## config.mk

```make
export PLATFORM = sky130hd
export DESIGN_NAME = fetch_dual_issue
export DESIGN_NICKNAME = d
export VERILOG_FILES = /design/src/rtl/fetch_dual_issue.sv
export SDC_FILE = /design/constraint.sdc
export NUM_CORES = 1
export LEC_CHECK = 0
export CORE_MARGIN = 5
export CORE_UTILIZATION = 45
export DETAILED_ROUTE_END_ITERATION = 10
export PLACE_DENSITY_LB_ADDON = 0.12
export SYNTH_ARGS = -nofsm -noshare
export SYNTH_HDL_FRONTEND = slang
export SYNTH_SLANG_ARGS = --single-unit
```

## constraint.sdc

```tcl
create_clock -name clk -period 4 [get_ports clk]
set_input_delay 0.4 -clock clk [delete_from_list [all_inputs] [get_ports clk]]
set_output_delay 0.4 -clock clk [all_outputs]
set_load 0.01 [all_outputs]
```

## src/rtl/fetch_dual_issue.sv

```systemverilog
// Dual-issue instruction fetch stage: owns the PC, drives two fetch addresses
// into a combinational dual-port instruction memory, resolves `j` locally and
// registers a two-slot IF/ID bundle for decode.
module fetch_dual_issue #(
    parameter logic [31:0] RESET_PC     = 32'h0040_0000,
    parameter logic [5:0]  JUMP_OPCODE  = 6'b000010,
    parameter logic [31:0] INVALID_WORD = 32'hFFFF_FFFF,
    parameter logic [31:0] NOP_WORD     = 32'h3800_0000
) (
    input  logic        clk,
    input  logic        rst,
    input  logic        stall_i,
    input  logic        flush_i,
    input  logic [31:0] redirect_pc_i,
    input  logic [31:0] dato_instru_1,
    input  logic [31:0] dato_instru_2,
    output logic [31:0] dir_instru_1,
    output logic [31:0] dir_instru_2,
    output logic        read_mem_1_n,
    output logic        read_mem_2_n,
    output logic [31:0] id_instr_1,
    output logic [31:0] id_instr_2,
    output logic [31:0] id_pc_1,
    output logic [31:0] id_pc_2,
    output logic        id_valid_1,
    output logic        id_valid_2,
    output logic        halted
);

    typedef enum logic [1:0] {
        StIdle  = 2'd0,
        StFetch = 2'd1,
        StHalt  = 2'd2
    } state_e;

    state_e      state_q, state_d;
    logic [31:0] pc_q, pc_d;
    logic [31:0] id_instr_1_q, id_instr_1_d;
    logic [31:0] id_instr_2_q, id_instr_2_d;
    logic [31:0] id_pc_1_q, id_pc_1_d;
    logic [31:0] id_pc_2_q, id_pc_2_d;
    logic        id_valid_1_q, id_valid_1_d;
    logic        id_valid_2_q, id_valid_2_d;
    logic        halted_q, halted_d;

    logic [31:0] pc_plus4;
    logic [31:0] pc_plus8;

    assign pc_plus4 = pc_q + 32'd4;
    assign pc_plus8 = pc_q + 32'd8;

    // Next-state logic: flush beats stall beats a normal fetch edge.
    always_comb begin
        state_d      = state_q;
        pc_d         = pc_q;
        id_instr_1_d = id_instr_1_q;
        id_instr_2_d = id_instr_2_q;
        id_pc_1_d    = id_pc_1_q;
        id_pc_2_d    = id_pc_2_q;
        id_valid_1_d = id_valid_1_q;
        id_valid_2_d = id_valid_2_q;
        halted_d     = halted_q;

        if (flush_i) begin
            pc_d         = {redirect_pc_i[31:2], 2'b00};
            id_valid_1_d = 1'b0;
            id_valid_2_d = 1'b0;
            id_instr_1_d = NOP_WORD;
            id_instr_2_d = NOP_WORD;
            state_d      = StFetch;
            halted_d     = 1'b0;
        end else begin
            unique case (state_q)
                StIdle: state_d = StFetch;
                StFetch: begin
                    if (!stall_i) begin
                        id_pc_1_d    = pc_q;
                        id_pc_2_d    = pc_plus4;
                        id_instr_1_d = dato_instru_1;
                        id_instr_2_d = dato_instru_2;
                        id_valid_1_d = 1'b1;
                        id_valid_2_d = 1'b1;
                        pc_d         = pc_plus8;
                        // Invalid beats jump within a slot; a slot-1 jump hides slot 2.
                        if (dato_instru_1 == INVALID_WORD) begin
                            id_valid_1_d = 1'b0;
                            id_valid_2_d = 1'b0;
                            id_instr_1_d = NOP_WORD;
                            id_instr_2_d = NOP_WORD;
                            state_d      = StHalt;
                            halted_d     = 1'b1;
                            pc_d         = pc_q;
                        end else if (dato_instru_1[31:26] == JUMP_OPCODE) begin
                            id_valid_2_d = 1'b0;
                            id_instr_2_d = NOP_WORD;
                            pc_d         = {pc_plus4[31:28], dato_instru_1[25:0], 2'b00};
                        end else if (dato_instru_2 == INVALID_WORD) begin
                            id_valid_2_d = 1'b0;
                            id_instr_2_d = NOP_WORD;
                            state_d      = StHalt;
                            halted_d     = 1'b1;
                            pc_d         = pc_q;
                        end else if (dato_instru_2[31:26] == JUMP_OPCODE) begin
                            pc_d = {pc_plus8[31:28], dato_instru_2[25:0], 2'b00};
                        end
                    end
                end
                StHalt: begin
                    id_valid_1_d = 1'b0;
                    id_valid_2_d = 1'b0;
                end
                default: state_d = StIdle;
            endcase
        end
    end

    // State and IF/ID registers with synchronous reset.
    always_ff @(posedge clk) begin
        if (rst) begin
            state_q      <= StIdle;
            pc_q         <= RESET_PC;
            id_instr_1_q <= NOP_WORD;
            id_instr_2_q <= NOP_WORD;
            id_pc_1_q    <= 32'd0;
            id_pc_2_q    <= 32'd0;
            id_valid_1_q <= 1'b0;
            id_valid_2_q <= 1'b0;
            halted_q     <= 1'b0;
        end else begin
            state_q      <= state_d;
            pc_q         <= pc_d;
            id_instr_1_q <= id_instr_1_d;
            id_instr_2_q <= id_instr_2_d;
            id_pc_1_q    <= id_pc_1_d;
            id_pc_2_q    <= id_pc_2_d;
            id_valid_1_q <= id_valid_1_d;
            id_valid_2_q <= id_valid_2_d;
            halted_q     <= halted_d;
        end
    end

    // Memory interface is driven straight from the PC and state.
    always_comb begin
        dir_instru_1 = pc_q;
        dir_instru_2 = pc_plus4;
        read_mem_1_n = (state_q != StFetch);
        read_mem_2_n = (state_q != StFetch);
    end

    assign id_instr_1 = id_instr_1_q;
    assign id_instr_2 = id_instr_2_q;
    assign id_pc_1    = id_pc_1_q;
    assign id_pc_2    = id_pc_2_q;
    assign id_valid_1 = id_valid_1_q;
    assign id_valid_2 = id_valid_2_q;
    assign halted     = halted_q;

endmodule

```

==> flow_summary.toml, run 1 <==
[global_route]
overflow = 0
antenna_found_initial = 1
grt_max_degree = 71
grt_pass1_vias = 7712
grt_pass1_wl_mm = 44.99
grtUsageTotal_pct = 28.18

[timing]
worstMarginPinSlew_ns = 1.108
setup_viol = 0
hold_violations = 0
max_slew_margin_pct = 25.71
finalSetupTns_ns = 0
slew_viol_final = 0
clock_skew_ns = 0.008887
period_share_pct = 95.41
max_freq_mhz = 262.0
finalCriticalPeriod_ns = 3.816
rsz0062_at_grt = "false"

[setup_path]
crit_type = "register to output pin"
rrSetupSlack_ns = 1.23
cp_slowest_cell = "clkdlybuf4s50_1"
r2r-start = "dir_instru_1[4]$_SDFFE_PP0P_"
crit_path_cell_trace = "ha_1 -> nand2_1 -> or3_1 -> or3_1 -> nor2_1 -> xor2_1 -> clkdlybuf4s50_1"
rr_endpoint = "dir_instru_1[21]$_SDFFE_PP0P_"
worstPathRequired_ns = 3.60
crit_arrival_ns = 3.42
critPathTopFamily = "simple AND/OR/NAND/NOR gates"
path_common_cell = "or3_1"
worst_setup_path_end_kind = "output pin"
reg2regPathDepth = 7
worst-path-buf-inv = 1
critPathLaunchType = "register"
critPathMaxStageDelay_ns = 0.58
cp_max_fo = 9

[floorplan]
rows = 48
io_pins = 297
fp.dieH_um = 142.0
initial_core_util_pct = 45.67
die_area_um2 = 20170
die_x_um = 142.0
core_um2 = 17180

[layout]
area_growth_pct = 45.48
drive_above_1_share_pct = 6.291
final_common_cell = "clkdlybuf4s50_1"
stdcell_count = 1450
fin_util_pct = 66.43
layout_common_cells = "clkdlybuf4s50_1 (293), dfxtp_1 (163), nand2_1 (155), nor2_1 (103), a21oi_1 (70)"
final_area_um2 = 11410
final_net_count = 1313

[logic_synthesis]
yosys_register_bits = 163
yosys.area_share.simple_pct = 25.83
synthXorXnorAreaFrac_pct = 5.360
synth_edf_count = 0
yosysWarningCount = 0
synth_top_family_by_area = "simple AND/OR/NAND/NOR gates"
synth_area_um2 = 7844
muxShareOfSynthArea_pct = 0.9092
ys_seq_area_share_pct = 41.60
ys.flop_type = "dfxtp_1"
syn_inst = 971
synth-adder-area-share_pct = 0.3190
syn_avg_cell_area_um2 = 8.078
synth_compound_area_share_pct = 20.07
synth_cell_types = 68
ys_async_sr_fraction_pct = 0
syn-num-nets = 1073

[power]
leakagePower_nw = 4.074
power_switching_mw = 1.049
power_density_nw_per_um2 = 351.2
ir_drop_mv = 0.3089
share_seq_of_total_power_pct = 43.4
p_comb_share_pct = 14.5
power_mw = 4.007
switching_share_pct = 26.18
clockPowerShare_pct = 42.1
p_int_mw = 2.958

[placement]
gp_congestion = 0.8934
dpl-instance-area_um2 = 10800
io_buffers = 294
post-place-cells = 1417
hpwl_mm = 21.48

[drt]
ant_nets = 0
vias = 8232
dr.pass1.iters = 8
avgViaCountPerCell = 5.677
drc_errors = 0
routedWlPerCell_um = 20.39
drt-total-wl_mm = 29.57
drt_iter0_markers = 724

[run_status]
status = "completed"

[cts]
clockBufferDepth = 2
clk_pin_slew_ns = 0.06
clk_latency_ns = 0.43
ctsHoldBuffers = 0
h-tree-depth = 4
cts_tree = "yes"
clock_sinks = 163
cts_made_buffers = 17
cts_root_buffer = "clkbuf_16"

[flow_run]
max_cap_violations = 0

[worst_hold_path]
holdPathStages = 2
hold_end = "state_q[0]$_SDFFE_PP0P_"
hold_path_startpoint = "rst"
holdCritPathClass = "input pin to register"
==> synth_stat cells, drive strengths merged (2+ instances only) <==
master  number  share of area, %
a211o        2              0.22
a211oi      11               1.1
a21o         5              0.48
a21oi       71               4.6
a221o       15               1.9
a22oi       31               3.0
a311oi       4              0.45
a31oi       33               2.6
and2        32               2.6
and3         9              0.72
and4         2              0.22
buf         29               2.5
clkbuf      67               3.2
dfxtp      163                42
ha           2              0.32
inv          5              0.24
mux2i        6              0.77
nand2      157               7.5
nand2b      11              0.88
nand3       20               1.4
nand4       29               2.6
nor2       104               5.1
nor3        18               1.4
nor4        12               1.2
o211a        7              0.89
o211ai       4              0.38
o21a         2              0.19
o21ai       20               1.3
o221a        2              0.29
o22ai       14               1.1
o31ai        2              0.19
or2          2              0.16
or3          9              0.72
or3b         2              0.22
or4          6              0.62
xnor2       24               2.7
xor2        24               2.7
==> area by class of cell <==
| cell class | instances | area [um2] |
|---|---|---|
| Clock inverter | 10 | 121.4 |
| Timing Repair Buffer | 317 | 3110 |
| Fill cell | 1546 | 5766 |
| Tap cell | 225 | 281.5 |
| Sequential cell | 163 | 3263 |
| Clock buffer | 22 | 484.2 |
| Multi-Input combinational cell | 707 | 4129 |
| Antenna cell | 1 | 2.502 |
| Inverter | 5 | 18.77 |
==> flip-flops by register name, summed over array words and instances (netlist names) <==
name / flops
id_valid_1: 1
id_pc_2: 30
dir_instru_1: 32
id_valid_2: 1
id_instr_2: 32
id_instr_1: 32
id_pc_1: 32
halted: 1
state_q: 2
==> worst max-delay path by stage <==
stage,depth (start not counted),endpoint,slack (ns),start
2_1_floorplan,7,dir_instru_2[30],1.47,dir_instru_1[3]$_SDFFE_PP0P_
3_3_place_gp,7,dir_instru_2[30],0.68,dir_instru_1[3]$_SDFFE_PP0P_
3_5_place_dp,7,dir_instru_2[30],0.63,dir_instru_1[3]$_SDFFE_PP0P_
4_1_cts,7,dir_instru_2[30],0.18,dir_instru_1[3]$_SDFFE_PP0P_
5_1_grt,7,dir_instru_2[30],0.02,dir_instru_1[3]$_SDFFE_PP0P_
6_report,7,dir_instru_2[30],0.18,dir_instru_1[3]$_SDFFE_PP0P_
==> per-stage QoR <==
stage / worst slack (ns) / hold slack, ns
6_report: 0.1836 / 0.3114
5_1_grt: 0.01786 / 0.3189
4_1_cts: 0.1844 / 0.3116
3_5_place_dp: 0.6263 / 0.4457
3_3_place_gp: 0.6833 / 0.4409
2_1_floorplan: 1.469 / 0.4805
==> power by group through the flow <==
stage	Sequential (mW)	Clock, mW	Combinational [mW]
after floorplan	1.76	0	0.247
after global placement	1.77	0	0.573
after detailed placement	1.77	0	0.575
after CTS	1.74	1.70	0.579
after global routing	1.75	1.78	0.617
final	1.74	1.69	0.579
==> cell families (layout without fill, tap and decap cells) <==
logic type | count (synthesis) | in the layout
mux | 7 | 7
compound gates | 233 | 233
simple gates | 417 | 417
fa+ha+maj | 2 | 2
flops | 163 | 163
other cells | 0 | 1
xor+xnor | 48 | 48
buf+inv | 101 | 354
==> routing by layer <==
layer	vias up	part of all wire (%)	wire length [um]	track usage [%]
met2	421	47	13860	45.24
li1	3906	-	-	-
met4	0	1.8	537	7.374
met1	3870	41	12250	37.70
met3	35	9.9	2924	7.594
met5	-	0	0	0
==> repair_timing <==
item | 4_1_cts | 5_1_grt
resized for setup | 0 | 1
setup endpoints to repair | 0 | 2
setup buffers | 0 | 0
(Power assumes the default switching activity.)
==> run 2, diff against run 1 <==
--- a/config.mk
+++ b/config.mk
@@ -5,6 +5,7 @@
 export SDC_FILE = /design/constraint.sdc
 export NUM_CORES = 1
 export LEC_CHECK = 0
+export CORE_ASPECT_RATIO = 0.5
 export CORE_MARGIN = 5
 export CORE_UTILIZATION = 45
 export DETAILED_ROUTE_END_ITERATION = 10
==> flow_summary.toml, run 2 (synthesis gave the netlist of run 1 again) <==
[layout]
fin_util_pct = 66.03
diodes = 0
final_common_cell = "clkdlybuf4s50_1"
drive_above_1_share_pct = 6.509
fill_cells = 1483
layout_common_cells = "clkdlybuf4s50_1 (293), dfxtp_1 (162), nand2_1 (155), nor2_1 (103), a21oi_1 (70)"
final_net_count = 1320
area_growth_pct = 45.05

[setup_path]
critPathMaxStageDelay_ns = 0.58
path_common_cell = "or3_1"
cp_max_fo = 9
crit_path_cell_trace = "ha_1 -> nand2_1 -> or3_1 -> or3_1 -> nor2_1 -> xor2_1 -> clkdlybuf4s50_1"
crit_type = "register to output pin"
worst-path-buf-inv = 1
critPathTopFamily = "simple AND/OR/NAND/NOR gates"
worst_setup_path_end_kind = "output pin"
cp_slowest_cell = "clkdlybuf4s50_1"
crit_arrival_ns = 3.35
worstPathRequired_ns = 3.60
critPathLaunchType = "register"

[timing]
max_freq_mhz = 266.7
finalCriticalPeriod_ns = 3.749
rsz0062_at_grt = "false"
clock_skew_ns = 0.008241
slew_viol_final = 0
worstMarginPinSlew_ns = 1.125
hold_violations = 0
timing.final.ws_setup_ns = 0.2509
setup_viol = 0
period_share_pct = 93.73
finalSetupTns_ns = 0
max_slew_margin_pct = 24.69
hold-worst-slack_ns = 0.1665

[drt]
ant_nets = 0
vias = 8386
drt-total-wl_mm = 31.18
drc_errors = 0
avgViaCountPerCell = 5.732
drt_iter0_markers = 842
routedWlPerCell_um = 21.31
dr.pass1.iters = 6

[floorplan]
core_um2 = 17230
die_x_um = 196.7
die_area_um2 = 20330
initial_core_util_pct = 45.53
rows = 34
fp.dieH_um = 103.4
io_pins = 297

[cts]
h-tree-depth = 4
clk_latency_ns = 0.43
cts_made_buffers = 17
cts_root_buffer = "clkbuf_16"
post_cts_buffers = 0
cts_tree = "yes"
clockBufferDepth = 2
clk_pin_slew_ns = 0.07
clock_sinks = 163

[global_route]
overflow = 0
grt_pass1_wl_mm = 46.73
grtUsageTotal_pct = 29.71
grt_max_degree = 71
grt_pass1_vias = 7921
antenna_found_initial = 0

[placement]
hpwl_mm = 23.17
post-place-ws_ns = 0.5933
io_buffers = 294
gp_congestion = 0.9162

[power]
power_density_nw_per_um2 = 335.5
leakagePower_nw = 4.066
power_mw = 3.817
ir_drop_mv = 0.2992

[worst_hold_path]
holdCritPathClass = "input pin to register"

[flow_run]
max_cap_violations = 0

[run_status]
status = "completed"
-- run 2: changes by cell type in the layout (fill, tap and decap cells not counted), sizes merged --
cell,previous run,this run
clkbuf,22,21
bufinv,2,0
buf,24,31
clkinv,2,4
inv,7,5
clkinvlp,4,5
diode,1,0
-- run 2: path summary, 6_finish.rpt --
kind | from | endpoint | slack (ns) | depth (start not counted)
hold / removal | rst | state_q[0]$_SDFFE_PP0P_ | 0.17 | 2
hold reg to reg | id_pc_1[6]$_SDFFE_PP0P_ | id_pc_1[6]$_SDFFE_PP0P_ | 0.45 | 2
setup reg to reg | dir_instru_1[3]$_SDFFE_PP0P_ | dir_instru_1[21]$_SDFFE_PP0P_ | 1.29 | 8
setup / recovery | dir_instru_1[3]$_SDFFE_PP0P_ | dir_instru_2[30] | 0.25 | 7
-- run 2: cell type report --
cell class                 instances  area (um2)  share of cell area (%)
clock buffer                      21       450.4                   3.959
clock inverter                     9       61.31                  0.5389
inverter                           5       18.77                  0.1650
multi-input combinational        707        4126                   36.27
sequential                       163        3264                   28.69
tap                              234       292.8                   2.573
timing repair buffer             324        3163                   27.80
-- run 2: through the flow --
step           area, um2  instances
2_1_floorplan       7844        971
3_3_place_gp       10860       1433
3_5_place_dp       10860       1433
4_1_cts            11380       1463
5_1_grt            11380       1463
6_report           11380       1463
-- run 2: repair_timing --
| item | CTS | global route |
|---|---|---|
| endpoints found under the hold margin | 0 | 0 |
| gates resized for setup | 0 | 1 |
| endpoints found under the setup margin | 0 | 2 |
| hold buffers | 0 | 0 |
-- run 2: per-layer routing --
| layer | GRT usage, % | part of all wire (%) | up-vias | routed length, um |
|---|---|---|---|---|
| li1 | - | - | 3920 | - |
| met1 | 41.95 | 44 | 3942 | 13680 |
| met2 | 45.38 | 43 | 477 | 13290 |
| met3 | 9.385 | 12 | 47 | 3731 |
| met4 | 5.751 | 1.5 | 0 | 479 |
| met5 | 0 | 0 | - | 0 |
-- run 2: power breakdown --
part,switching (mW),total [mW],leakage (nW),internal (mW)
Clock,0.681,1.48,0.237,0.800
Sequential,0.0660,1.74,1.33,1.67
Combinational,0.297,0.596,2.50,0.298
Total,1.04,3.82,4.07,2.77
==> run 3, diff against run 2 <==
--- a/config.mk
+++ b/config.mk
@@ -5,6 +5,7 @@
 export SDC_FILE = /design/constraint.sdc
 export NUM_CORES = 1
 export LEC_CHECK = 0
+export ABC_AREA = 0
 export CORE_ASPECT_RATIO = 0.5
 export CORE_MARGIN = 5
 export CORE_UTILIZATION = 45
==> results of run 3 <==
Same layout as run 2: the final DEF is identical, and so are final timing and power.
